<file path="src/rtl/msg_pkg.sv">
// Shared constants, FSM state type and field layout for the serial-link
// message assembler.
package msg_pkg;

  localparam int MSG_W     = 168;
  localparam int MSG_BYTES = 21;

  typedef enum logic [1:0] {
    IDLE    = 2'd0,
    COLLECT = 2'd1,
    HOLD    = 2'd2
  } state_t;

  // Field bit positions within the assembled 168-bit message.
  localparam int HDR_HI   = 167;
  localparam int HDR_LO   = 144;
  localparam int F1_HI    = 143;
  localparam int F1_LO    = 112;
  localparam int PRICE_HI = 111;
  localparam int PRICE_LO = 80;
  localparam int F3_HI    = 79;
  localparam int F3_LO    = 48;
  localparam int SIDE_HI  = 47;
  localparam int SIDE_LO  = 40;
  localparam int ID_HI    = 39;
  localparam int ID_LO    = 8;
  localparam int CKSUM_HI = 7;
  localparam int CKSUM_LO = 0;

endpackage

</file>
<file path="src/rtl/msg_timeout.sv">
// Idle-cycle counter used to abandon a stalled partial message. Counts while
// en is high, clears on clr, saturates, and flags expired in the cycle whose
// idle clock would bring the count to TIMEOUT_CYC.
module msg_timeout
  import msg_pkg::*;
#(
  parameter int TIMEOUT_CYC = 1000000
) (
  input  logic clk,
  input  logic rst,
  input  logic clr,
  input  logic en,
  output logic expired
);

  localparam int CW = $clog2(TIMEOUT_CYC + 1);
  localparam logic [CW-1:0] LIMIT      = CW'(TIMEOUT_CYC);
  localparam logic [CW-1:0] LIMIT_LESS = CW'(TIMEOUT_CYC - 1);

  logic [CW-1:0] count;

  // Idle count register: cleared by any transfer or outside COLLECT, saturating at the limit.
  always_ff @(posedge clk or negedge rst) begin
    if (!rst) begin
      count <= '0;
    end else if (clr) begin
      count <= '0;
    end else if (en && (count != LIMIT)) begin
      count <= count + CW'(1);
    end
  end

  assign expired = en && (count >= LIMIT_LESS);

endmodule

</file>
<file path="src/rtl/msg_assembler.sv">
// Assembles 21-byte checksummed messages from a byte stream into a single
// 168-bit output slot with valid/ready handshakes on both sides. A message
// that arrives while the slot is still occupied is parked (HOLD) and the
// byte stream is stalled until the slot drains.
module msg_assembler
  import msg_pkg::*;
#(
  parameter int TIMEOUT_CYC = 1000000
) (
  input  logic             clk,
  input  logic             rst,
  input  logic [7:0]       byte_in,
  input  logic             byte_valid,
  output logic             byte_ready,
  output logic [MSG_W-1:0] msg,
  output logic             msg_valid,
  input  logic             msg_ready,
  output logic             err_pulse
);

  localparam logic [4:0] LAST_CNT = 5'(MSG_BYTES - 1);
  localparam logic [4:0] FULL_CNT = 5'(MSG_BYTES);

  state_t           state, state_nxt;
  logic [4:0]       cnt, cnt_nxt;
  logic [7:0]       xacc, xacc_nxt;
  logic [MSG_W-1:0] sreg;
  logic [MSG_W-1:0] load_data;
  logic             xfer, slot_free, cksum_ok;
  logic             load_direct, load_hold, err_nxt;
  logic             tmo_clr, tmo_en, expired;

  assign byte_ready = (state != HOLD);
  assign xfer       = byte_valid && byte_ready;
  assign slot_free  = !msg_valid || msg_ready;
  // Running XOR covers bytes 1-20 when byte 21 arrives, so it must equal the checksum byte.
  assign cksum_ok   = (xacc == byte_in);
  assign tmo_en     = (state == COLLECT) && !xfer;
  assign tmo_clr    = (state != COLLECT) || xfer;
  // A parked message is already complete in sreg; otherwise byte 21 completes it this cycle.
  assign load_data  = load_hold ? sreg : {sreg[MSG_W-9:0], byte_in};

  msg_timeout #(
    .TIMEOUT_CYC(TIMEOUT_CYC)
  ) u_timeout (
    .clk    (clk),
    .rst    (rst),
    .clr    (tmo_clr),
    .en     (tmo_en),
    .expired(expired)
  );

  // Next-state, byte count and running XOR; a transfer outranks a timeout in the same cycle.
  always_comb begin
    state_nxt   = state;
    cnt_nxt     = cnt;
    xacc_nxt    = xacc;
    load_direct = 1'b0;
    load_hold   = 1'b0;
    err_nxt     = 1'b0;
    case (state)
      IDLE: begin
        if (xfer) begin
          state_nxt = COLLECT;
          cnt_nxt   = 5'd1;
          xacc_nxt  = byte_in;
        end
      end
      COLLECT: begin
        if (xfer) begin
          if (cnt == LAST_CNT) begin
            cnt_nxt  = 5'd0;
            xacc_nxt = 8'd0;
            if (!cksum_ok) begin
              err_nxt   = 1'b1;
              state_nxt = IDLE;
            end else if (slot_free) begin
              load_direct = 1'b1;
              state_nxt   = IDLE;
            end else begin
              cnt_nxt   = FULL_CNT;
              state_nxt = HOLD;
            end
          end else begin
            cnt_nxt  = cnt + 5'd1;
            xacc_nxt = xacc ^ byte_in;
          end
        end else if (expired) begin
          state_nxt = IDLE;
          cnt_nxt   = 5'd0;
          xacc_nxt  = 8'd0;
          err_nxt   = 1'b1;
        end
      end
      HOLD: begin
        if (slot_free) begin
          load_hold = 1'b1;
          cnt_nxt   = 5'd0;
          state_nxt = IDLE;
        end
      end
      default: begin
        state_nxt = IDLE;
        cnt_nxt   = 5'd0;
        xacc_nxt  = 8'd0;
      end
    endcase
  end

  // Control state, output slot and error pulse registers.
  always_ff @(posedge clk or negedge rst) begin
    if (!rst) begin
      state     <= IDLE;
      cnt       <= 5'd0;
      xacc      <= 8'd0;
      err_pulse <= 1'b0;
      msg_valid <= 1'b0;
      msg       <= '0;
    end else begin
      state     <= state_nxt;
      cnt       <= cnt_nxt;
      xacc      <= xacc_nxt;
      err_pulse <= err_nxt;
      if (load_direct || load_hold) begin
        msg_valid <= 1'b1;
        msg       <= load_data;
      end else if (msg_ready) begin
        msg_valid <= 1'b0;
      end
    end
  end

  // Byte shift register; after 21 transfers the first byte sits in the top octet.
  always_ff @(posedge clk) begin
    if (xfer) begin
      sreg <= {sreg[MSG_W-9:0], byte_in};
    end
  end

endmodule

</file>
<file path="config.mk">
export PLATFORM = sky130hd
export DESIGN_NAME = msg_assembler
export DESIGN_NICKNAME = d
export VERILOG_FILES = /design/src/rtl/msg_pkg.sv /design/src/rtl/msg_timeout.sv /design/src/rtl/msg_assembler.sv
export SDC_FILE = /design/constraint.sdc
export NUM_CORES = 1
export LEC_CHECK = 0
export CAP_MARGIN = 10
export CORE_ASPECT_RATIO = 1.2
export CORE_MARGIN = 4
export CORE_UTILIZATION = 30
export DETAILED_ROUTE_END_ITERATION = 16
export GPL_TIMING_DRIVEN = 0
export PLACE_DENSITY = 0.53
export SYNTH_ARGS = -nofsm -noshare
export SYNTH_HDL_FRONTEND = slang
export SYNTH_SLANG_ARGS = --single-unit
</file>
<file path="constraint.sdc">
create_clock -name clk -period 11.73 [get_ports clk]
set_input_delay 2.346 -clock clk [delete_from_list [all_inputs] [get_ports clk]]
set_output_delay 2.346 -clock clk [all_outputs]
set_load 0.01 [all_outputs]
</file>
Word-level counts from Yosys, hierarchy flattened
Cells that the tools add are included.
- $add $sub $neg: 2
- magnitude comparators: 1
- equal/unequal tests: 11
- multiplexer cells: 37
- bitwise gates (word level): 2
- reductions and logical operators: 15
- operators with widths (kind ; count):
    $mux W168 ; 1
    $mux W20 ; 2
    $mux W5 ; 7
    $mux W8 ; 4
    $pmux W8 S3 ; 1
    $add A20 B1 Y20 const B ; 1
    $ge A20 B20 Y1 const B ; 1
    $ne A20 B20 Y1 const B ; 1
    $pmux W5 S3 ; 1
    $mux W2 ; 7
    $mux W1 ; 13
    $eq A8 B8 Y1 ; 1
    $xor A8 B8 Y8 ; 1
    $ne A2 B2 Y1 const B ; 3
    $pmux W2 S3 ; 1
    $reduce_and A3 Y1 ; 2
    $add A5 B1 Y5 const B ; 1
    $eq A5 B5 Y1 const B ; 1
    $logic_and A1 B1 Y1 ; 4
    $reduce_and A4 Y1 ; 1
    $reduce_bool A2 Y1 ; 2
    $logic_or A1 B1 Y1 ; 3
    $ne A3 B2 Y1 const B ; 1
    $ne A3 B3 Y1 const B ; 1
    6 further kinds ; 7
- bits in registers: 373
- input port bits: 12
- output and inout bits: 171

Depth between registers and ports, before layout
Gate-level depths: netlist of run 1.
- depth after elaboration: 9
- depth in mapped cells: 10
- mapped depth without buffers: 7

Hierarchy
A second synthesis of run 1 with hierarchy kept.
- cells, all modules: 1322
- area, all modules: 14799.2 µm²
- modules (own cells, without submodules) (module ; times used ; cells each ; area an instance (µm²)):
    msg_assembler ; 1 ; 1197 ; 13600.5
    msg_timeout ; 1 ; 125 ; 1198.6

Least setup slack after synthesis of run 1
OpenSTA, ideal clock, no wires.
- kind: input-to-reg
- from: in byte_valid
- to: reg sreg[0], enable pin
- data arrival time: 10010 ps
- required time: 11011 ps
- setup slack: 1001 ps
- stages: 2
- buffers on the path: 1
- path through: clkbuf_1 > nor2b_1
- longest elaborated chain between the ends: 1
- RTL lines (what ; line ; RTL):
    start: declaration ; msg_assembler.sv:13 ; input logic byte_valid,
    $logic_and A1 B1 Y1 ; msg_assembler.sv:34 ; assign xfer = byte_valid && byte_ready;
    net xfer ; msg_assembler.sv:29 ; logic xfer, slot_free, cksum_ok;
    end signal: assignment ; msg_assembler.sv:136 ; sreg <= {sreg[MSG_W-9:0], byte_in};
    end: declaration ; msg_assembler.sv:27 ; logic [MSG_W-1:0] sreg;
The timed path passes the listed nets, and every way through them passes these cells.
A chain may end at the register's enable or synchronous reset.

Worst setup path in the final report of run 1
- from: in msg_ready
- to: reg msg[3]
- longest elaborated chain between the ends: 7
- elaborated cells on any way between the ends: 9
- RTL lines (what ; line ; RTL):
    start: declaration ; msg_assembler.sv:17 ; input logic msg_ready,
    $logic_or A1 B1 Y1 * ; msg_assembler.sv:35 ; assign slot_free = !msg_valid || msg_ready;
    $mux W1 * ; msg_assembler.sv:77, msg_assembler.sv:96 ;
    $mux W1 ; msg_assembler.sv:74 ; if (!cksum_ok) begin
    $mux W1 ; msg_assembler.sv:71 ; if (cnt == LAST_CNT) begin
    $mux W1 ; msg_assembler.sv:70 ; if (xfer) begin
    $mux W1 ; msg_assembler.sv:61 ; case (state)
    $logic_or A1 B1 Y1 ; msg_assembler.sv:124 ; if (load_direct || load_hold) begin
    end signal: assignment ; msg_assembler.sv:126 ; msg <= load_data;
    end: declaration ; msg_assembler.sv:15 ; output logic [MSG_W-1:0] msg,
Every way passes the cells marked *; elsewhere a longest branch is shown, timed or not.

==> results by group, run 1 <==
Flow run
  • Maxcap violations: 0

Layout
  • N_diodes: 0
  • Synth-to-layout area growth: 26.6%
  • Filler instances: 4876
  • Layout cells sized above 1: 25.7%
  • Final #Nets: 1237
  • Multi-input combinational cell area: 5170 um2
  • Most frequent cells in the layout: mux2_2 (237), dfrtp_1 (205), clkdlybuf4s50_1 (181)
  • Register area: 10200 um2
  • Core Util, Final: 38.5%
  • Commonest non-fill, non-tap cell in the layout: mux2_2
  • Non-Filler Instances: 1950

Clock tree
  • CTS tree: built
  • Clock transition at path regs: 0.07 ns
  • Clock buffer count from CTS: 41
  • CTS root buffer: clkbuf_16
  • Post-CTS Hold Buffers: 0
  • CTS sink cnt: 373
  • CTS resizes: 0
  • H-tree lvl count: 2
  • Worst skew pair latency: 0.57 ns
  • Postcts setup bufs: 0
  • Longest Clk Path Bufs: 3

Floorplanning
  • Core Region: 51600 um2
  • Die Width: 217 um
  • IO Pins: 183
  • Rows: 91
  • Initial core utilization: 30.4%
  • Die area: 56000 um2
  • DIE HEIGHT: 259 um

Power
  • Power, Total: 0.00284 W
  • Worst vdd ir: 0.0000883 V
  • Switch Pwr: 0.000636 W
  • Int Power: 0.00220 W
  • Clock share of power: 44.1%
  • Flop pwr share: 51.5%
  • Switching Share: 22.4%
  • Pleak: 8.14 nW
  • Cell area power density: 143 nW/um2
  • Comb power frac: 4.4%

Route
  • Vias: 9012
  • Drt wl/cell: 19.2 um
  • Routed vias/inst: 4.62
  • Drt pass-1 iters: 5
  • Iteration-0 DRC Markers: 516
  • Drt drc: 0
  • Routed WL: 37500 um
  • ANT nets after route: 0

Worst setup path
  • Req. time, crit path: 12.17 ns
  • Delay-heaviest family, CP: buffers and inverters
  • CP Launch Type: primary input
  • Buf/Inv on CP: 4
  • Worst EP arrival: 5.40 ns
  • Worst-path cell chain: clkdlybuf4s50_1, nand2b_1, clkbuf_1, nand2_1, clkbuf_1, clkbuf_1, mux2_2, mux2_1
  • Reg2reg start: cnt[0]$_DFFE_PN0P_
  • CP startpoint: msg_ready
  • Crit-path slowest cell: clkbuf_1
  • Top cell by count, worst path: clkbuf_1
  • Critical path class: primary input to flip-flop
  • Worst setup EP type: flip-flop
  • Critical-path maximum fanout: 10
  • Critical path's largest stage delay: 0.66 ns

Logic synthesis
  • Post-synth design cell area: 15700 um2
  • Post-synthesis compound-gate area fraction: 3.10%
  • Xor and xnor area share after synthesis: 1.28%
  • Syn_area_per_cell: 15.9 um2
  • Largest family of logic cells by synthesized area: multiplexers
  • EDFF count, synth: 168
  • Syn_nets: 1004
  • Synth Area in Adders: 0.319%
  • Post-Syn Instances: 988
  • Yosys cell types: 53
  • Sequential fraction of the synthesis area: 64.8%
  • Ys Warns: 0
  • Fraction of synthesized area in multiplexers: 24.3%
  • FFs w/ async S/R, synth: 55.0%
  • Register bit total from synthesis: 373
  • Post-synth top flop: dfrtp_1
  • Post-synthesis simple-gate area fraction: 3.89%

Global route
  • Vias in the first global route: 9550
  • Initial antenna violation count: 0
  • Total grt overflow: 0
  • First-pass GRT wire length: 59300 um
  • Largest net degree at the start of global routing: 97
  • GRT Util Overall: 13.3%

Place
  • Buffers on Ports: 182
  • Placed Cells: 1875
  • RD Place Congestion: 0.805
  • Final HPWL DP: 25700 um

Worst hold path
  • Hold Crit Start: sreg[46]$_DFFE_PP_
  • Worst hold-check path type: flip-flop to flip-flop

Run status
  • Status: finished clean

STA
  • Worst Tran Pin Value: 0.785 ns
  • Final min period: 4.95 ns
  • Worst slew margin: 47.7%
  • Fmax: 0.202 GHz
  • Final setup viols: 0
  • Slew Limit Fails: 0
  • Final Hold Vio Count: 0
  • RSZ-0062 raised after global routing: false
  • Setup Skew: 0.0163 ns
  • Tcrit/Tclk final: 42.2%
==> cell families after synthesis <==
family | after synthesis
DFF | 373
muxes | 339
and+or+nand+nor | 114
AOI/OAI and AO/OA | 71
buffers and inverters | 64
xor gates and xnor gates | 23
adders and majority gates | 4
==> worst register-to-register path, delay by kind of cell (launching register included) <==
family | cells | cell delay (ns)
AOI/OAI and AO/OA | 1 | 0.34
and+or+nand+nor | 3 | 0.71
buffers and inverters | 4 | 0.93
DFF | 1 | 0.40
muxes | 1 | 0.34
adders and majority gates | 1 | 0.16
==> registers in the layout, indices dropped and copies added (netlist names) <==
name	cells
cnt	5
err_pulse	1
msg	168
msg_valid	1
sreg	168
state	2
u_timeout.count	20
xacc	8
==> power groups by stage <==
stage / clock network (W) / registers (W) / logic [W]
floorplan: 0 / 0.00148 / 0.0000739
global placement: 0 / 0.00150 / 0.000117
detailed placement: 0 / 0.00149 / 0.000128
CTS: 0.00130 / 0.00146 / 0.000128
global route: 0.00135 / 0.00147 / 0.000140
finish: 0.00125 / 0.00146 / 0.000125
==> stage by stage <==
step	hold slack [ns]	worst slack, ns	instance area [um2]	TNS (ns)
3_3_place_gp	0.451	-4.43	18400	-1057.23
4_1_cts	0.465	6.64	19900	0
5_1_grt	0.481	6.54	19900	0
3_5_place_dp	0.455	6.04	18600	0
2_1_floorplan	0.440	1.00	15700	0
6_report	0.465	6.78	19900	0
==> Yosys cell counts, drive strengths merged, types with 10 or more instances <==
master	instances	share of area, %
xnor2	10	0.56
mux2	337	24
nor3	11	0.35
edfxtp	168	32
nand3	13	0.41
nor2	25	0.65
xor2	13	0.73
inv	15	0.36
clkbuf	30	0.72
dfrtp	205	33
buf	19	1.2
a21oi	17	0.54
nand2	21	0.50
==> metal layers <==
| layer | track usage, % | part of all wire, % | up-vias |
|---|---|---|---|
| met5 | 0 | 0 | - |
| met4 | 3.70 | 2.2 | 0 |
| met3 | 3.15 | 4.8 | 53 |
| met2 | 22.2 | 49 | 194 |
| met1 | 17.5 | 44 | 4608 |
| li1 | - | - | 4157 |
==> final cells by class <==
cell class,instances,share of cell area (%)
Sequential cell,373,51.2
Multi-Input combinational cell,551,26.0
Timing Repair Buffer,190,10.1
Clock buffer,62,5.77
Tap cell,697,4.39
Buffer,49,1.50
Clock inverter,13,0.699
Inverter,15,0.283
==> final timing paths <==
path,endpoint,slack (ns),cells past startpoint
worst min-delay path,sreg[54]$_DFFE_PP_,0.46,0
min in group asynchronous,msg[104]$_DFFE_PN0P_,1.66,1
max in group asynchronous,u_timeout.count[9]$_DFFE_PN0P_,9.20,2
worst max-delay path,msg[3]$_DFFE_PN0P_,6.78,8
worst max register to register,msg[114]$_DFFE_PN0P_,8.73,10
worst min register to register,sreg[54]$_DFFE_PP_,0.46,0
(Power assumes the default switching activity.)
==> run 2, diff against run 1 <==
--- a/config.mk
+++ b/config.mk
@@ -11,7 +11,7 @@
 export CORE_UTILIZATION = 30
 export DETAILED_ROUTE_END_ITERATION = 16
 export GPL_TIMING_DRIVEN = 0
-export PLACE_DENSITY = 0.53
+export PLACE_DENSITY = 0.55
 export SYNTH_ARGS = -nofsm -noshare
 export SYNTH_HDL_FRONTEND = slang
 export SYNTH_SLANG_ARGS = --single-unit
==> constraint.sdc (replaced) <==
create_clock -name clk -period 4.19 [get_ports clk]
set_input_delay 0.838 -clock clk [delete_from_list [all_inputs] [get_ports clk]]
set_output_delay 0.838 -clock clk [all_outputs]
set_load 0.01 [all_outputs]
==> run 2 against run 1 <==
Worst setup slack got worse by 6.1 ns. Clock skew rose by 0.0075 ns. Design area barely moved. Global-route usage fell by 0.21 points. Power rose to 2.8 times the previous value. Die area did not move. Sequential share of layout area barely moved. Core utilization barely moved. Hold slack got worse by 0.12 ns. Wire length fell by 1.5%. Highest routed layer unchanged.
==> results by group, run 2 (same netlist as run 1, synthesis figures left out) <==
Route
  • ANT nets after route: 0 (unchanged)
  • Routed vias/inst: 4.63 (+0.29%)
  • Drt drc: 0 (unchanged)
  • Drt pass-1 iters: 4 (-1)
  • Iteration-0 DRC Markers: 402 (-22%)
  • Vias: 9024 (+0.13%)
  • Routed WL: 36900 um (-1.5%)
  • Drt wl/cell: 19.0 um (-1.4%)

Power
  • Switch Pwr: 0.00176 W (+180%)
  • Comb power frac: 4.3% (about the same)
  • Flop pwr share: 50.8% (-0.7 points)
  • Cell area power density: 405 nW/um2 (+180%)
  • Int Power: 0.00630 W (+190%)
  • Worst vdd ir: 0.000262 V (+200%)
  • Switching Share: 21.8% (-0.61 points)
  • Pleak: 8.15 nW (about the same)
  • Clock share of power: 44.9% (+0.8 points)

Floorplanning
  • IO Pins: 183 (unchanged)
  • Initial core utilization: 30.4% (unchanged)
  • Die area: 56000 um2 (unchanged)
  • Core Region: 51600 um2 (unchanged)
  • Rows: 91 (unchanged)
  • Die Width: 217 um (unchanged)
  • DIE HEIGHT: 259 um (unchanged)

Layout
  • Final #Nets: 1235 (-0.16%)
  • N_diodes: 0 (unchanged)
  • Layout cells sized above 1: 26.1% (+0.38 points)
  • Most frequent cells in the layout: mux2_2 (237), dfrtp_1 (205), clkdlybuf4s50_1 (181)
  • Filler instances: 4835 (-0.84%)
  • Multi-input combinational cell area: 5170 um2 (unchanged)
  • Biggest regs: msg x168, sreg x168, u_timeout.count x20
  • Register area: 10200 um2 (unchanged)
  • Core Util, Final: 38.5% (about the same)
  • Synth-to-layout area growth: 26.6% (about the same)
  • Non-Filler Instances: 1947 (-0.15%)
  • Commonest non-fill, non-tap cell in the layout: mux2_2

Flow run
  • Maxcap violations: 0 (unchanged)

Global route
  • First-pass GRT wire length: 58300 um (-1.6%)
  • Vias in the first global route: 9525 (-0.26%)
  • Largest net degree at the start of global routing: 105 (+8.2%)
  • Initial antenna violation count: 0 (unchanged)
  • GRT Util Overall: 13.1% (-0.21 points)
  • Total grt overflow: 0 (unchanged)

Clock tree
  • Longest Clk Path Bufs: 3 (unchanged)
  • CTS root buffer: clkbuf_16
  • Clock transition at path regs: 0.06 ns (about the same)
  • Clock buffer count from CTS: 41 (unchanged)
  • CTS resizes: 0 (unchanged)
  • Postcts setup bufs: 0 (unchanged)
  • Post-CTS Hold Buffers: 0 (unchanged)
  • H-tree lvl count: 2 (unchanged)
  • CTS tree: built
  • Worst skew pair latency: 0.56 ns (about the same)
  • CTS sink cnt: 373 (unchanged)

Place
  • RD Place Congestion: 0.798 (-0.87%)
  • Final HPWL DP: 25200 um (-2.0%)
  • Buffers on Ports: 182 (unchanged)
  • Placed Cells: 1873 (-0.11%)

STA
  • Setup Skew: 0.0238 ns (+0.00747 ns)
  • RSZ-0062 raised after global routing: false
  • Final Hold Vio Count: 0 (unchanged)
  • Worst slew margin: 41.3% (-6.4 points)
  • Final min period: 3.48 ns
  • Worst Tran Pin Value: 0.880 ns (+0.0958 ns)
  • Fmax: 0.287 GHz
  • Slew Limit Fails: 0 (unchanged)
  • Final setup viols: 0 (unchanged)
  • Tcrit/Tclk final: 83.0%

Worst setup path
  • Worst EP arrival: 3.92 ns (-1.48 ns)
  • Critical path class: primary input to flip-flop
  • Req. time, crit path: 4.63 ns (-7.54 ns)
  • R2r endpoint: msg[108]$_DFFE_PN0P_
  • Worst setup EP type: flip-flop
  • Critical-path maximum fanout: 10 (unchanged)
  • Reg2reg start: cnt[0]$_DFFE_PN0P_
  • Register-to-register setup slack: 1.11 ns (-7.62 ns)
  • CP Launch Type: primary input
  • Worst reg-to-reg path cell count: 10 (unchanged)

Worst hold path
  • Worst hold-check path type: primary input to asynchronous set/reset pin

Run status
  • Status: finished clean
run 2: layout make-up:
cell class / instances / share of cell area [%]
Timing Repair Buffer: 188 / 9.83
Clock buffer: 58 / 5.79
Multi-Input combinational cell: 551 / 26.0
Buffer: 49 / 1.50
Tap cell: 697 / 4.39
Sequential cell: 373 / 51.2
Inverter: 15 / 0.283
Clock inverter: 16 / 0.988
run 2: per-layer routing:
metal | share of wire (%) | GRT usage, % | up-vias
li1 | - | - | 4171
met1 | 44 | 17.2 | 4604
met5 | 0 | 0 | -
met2 | 49 | 22.0 | 191
met4 | 2.3 | 3.79 | 0
met3 | 4.7 | 2.94 | 58
run 2: metrics by stage:
step	power [W]	hold WS [ns]	setup WS, ns	TNS, ns	area (um2)
after floorplan	0.00433	0.440	0.0748	0	15700
after global placement	0.00450	0.451	-7.58	-1933.11	18400
after detailed placement	0.00452	0.457	-0.00617	-0.00949	18500
after CTS	0.00820	0.363	0.581	0	19900
after global routing	0.00840	0.407	0.523	0	19900
final	0.00806	0.350	0.711	0	19900
run 2: how the worst max path moves through the flow:
stage	cells past startpoint	to	startpoint
finish	8	msg[1]$_DFFE_PN0P_	msg_ready
global route	8	msg[159]$_DFFE_PN0P_	msg_ready
CTS	8	msg[157]$_DFFE_PN0P_	msg_ready
detailed placement	8	msg[161]$_DFFE_PN0P_	msg_ready
global placement	1	u_timeout.count[5]$_DFFE_PN0P_	rst
floorplan	2	sreg[0]$_DFFE_PP_	byte_valid
run 2: power by group through the flow:
stage	registers [W]	clock network, W	logic (W)
finish	0.00409	0.00362	0.000346
global route	0.00411	0.00390	0.000389
CTS	0.00409	0.00375	0.000354
detailed placement	0.00416	0	0.000353
global placement	0.00417	0	0.000329
floorplan	0.00412	0	0.000207
run 2: worst max-delay path: stages:
cell and delay [ns]:
clkdlybuf4s50_1 0.43, nand2b_1 0.15, clkbuf_1 0.17, nand2_1 0.37, clkbuf_1 0.57, clkbuf_1 0.65
mux2_2 0.42, mux2_1 0.30
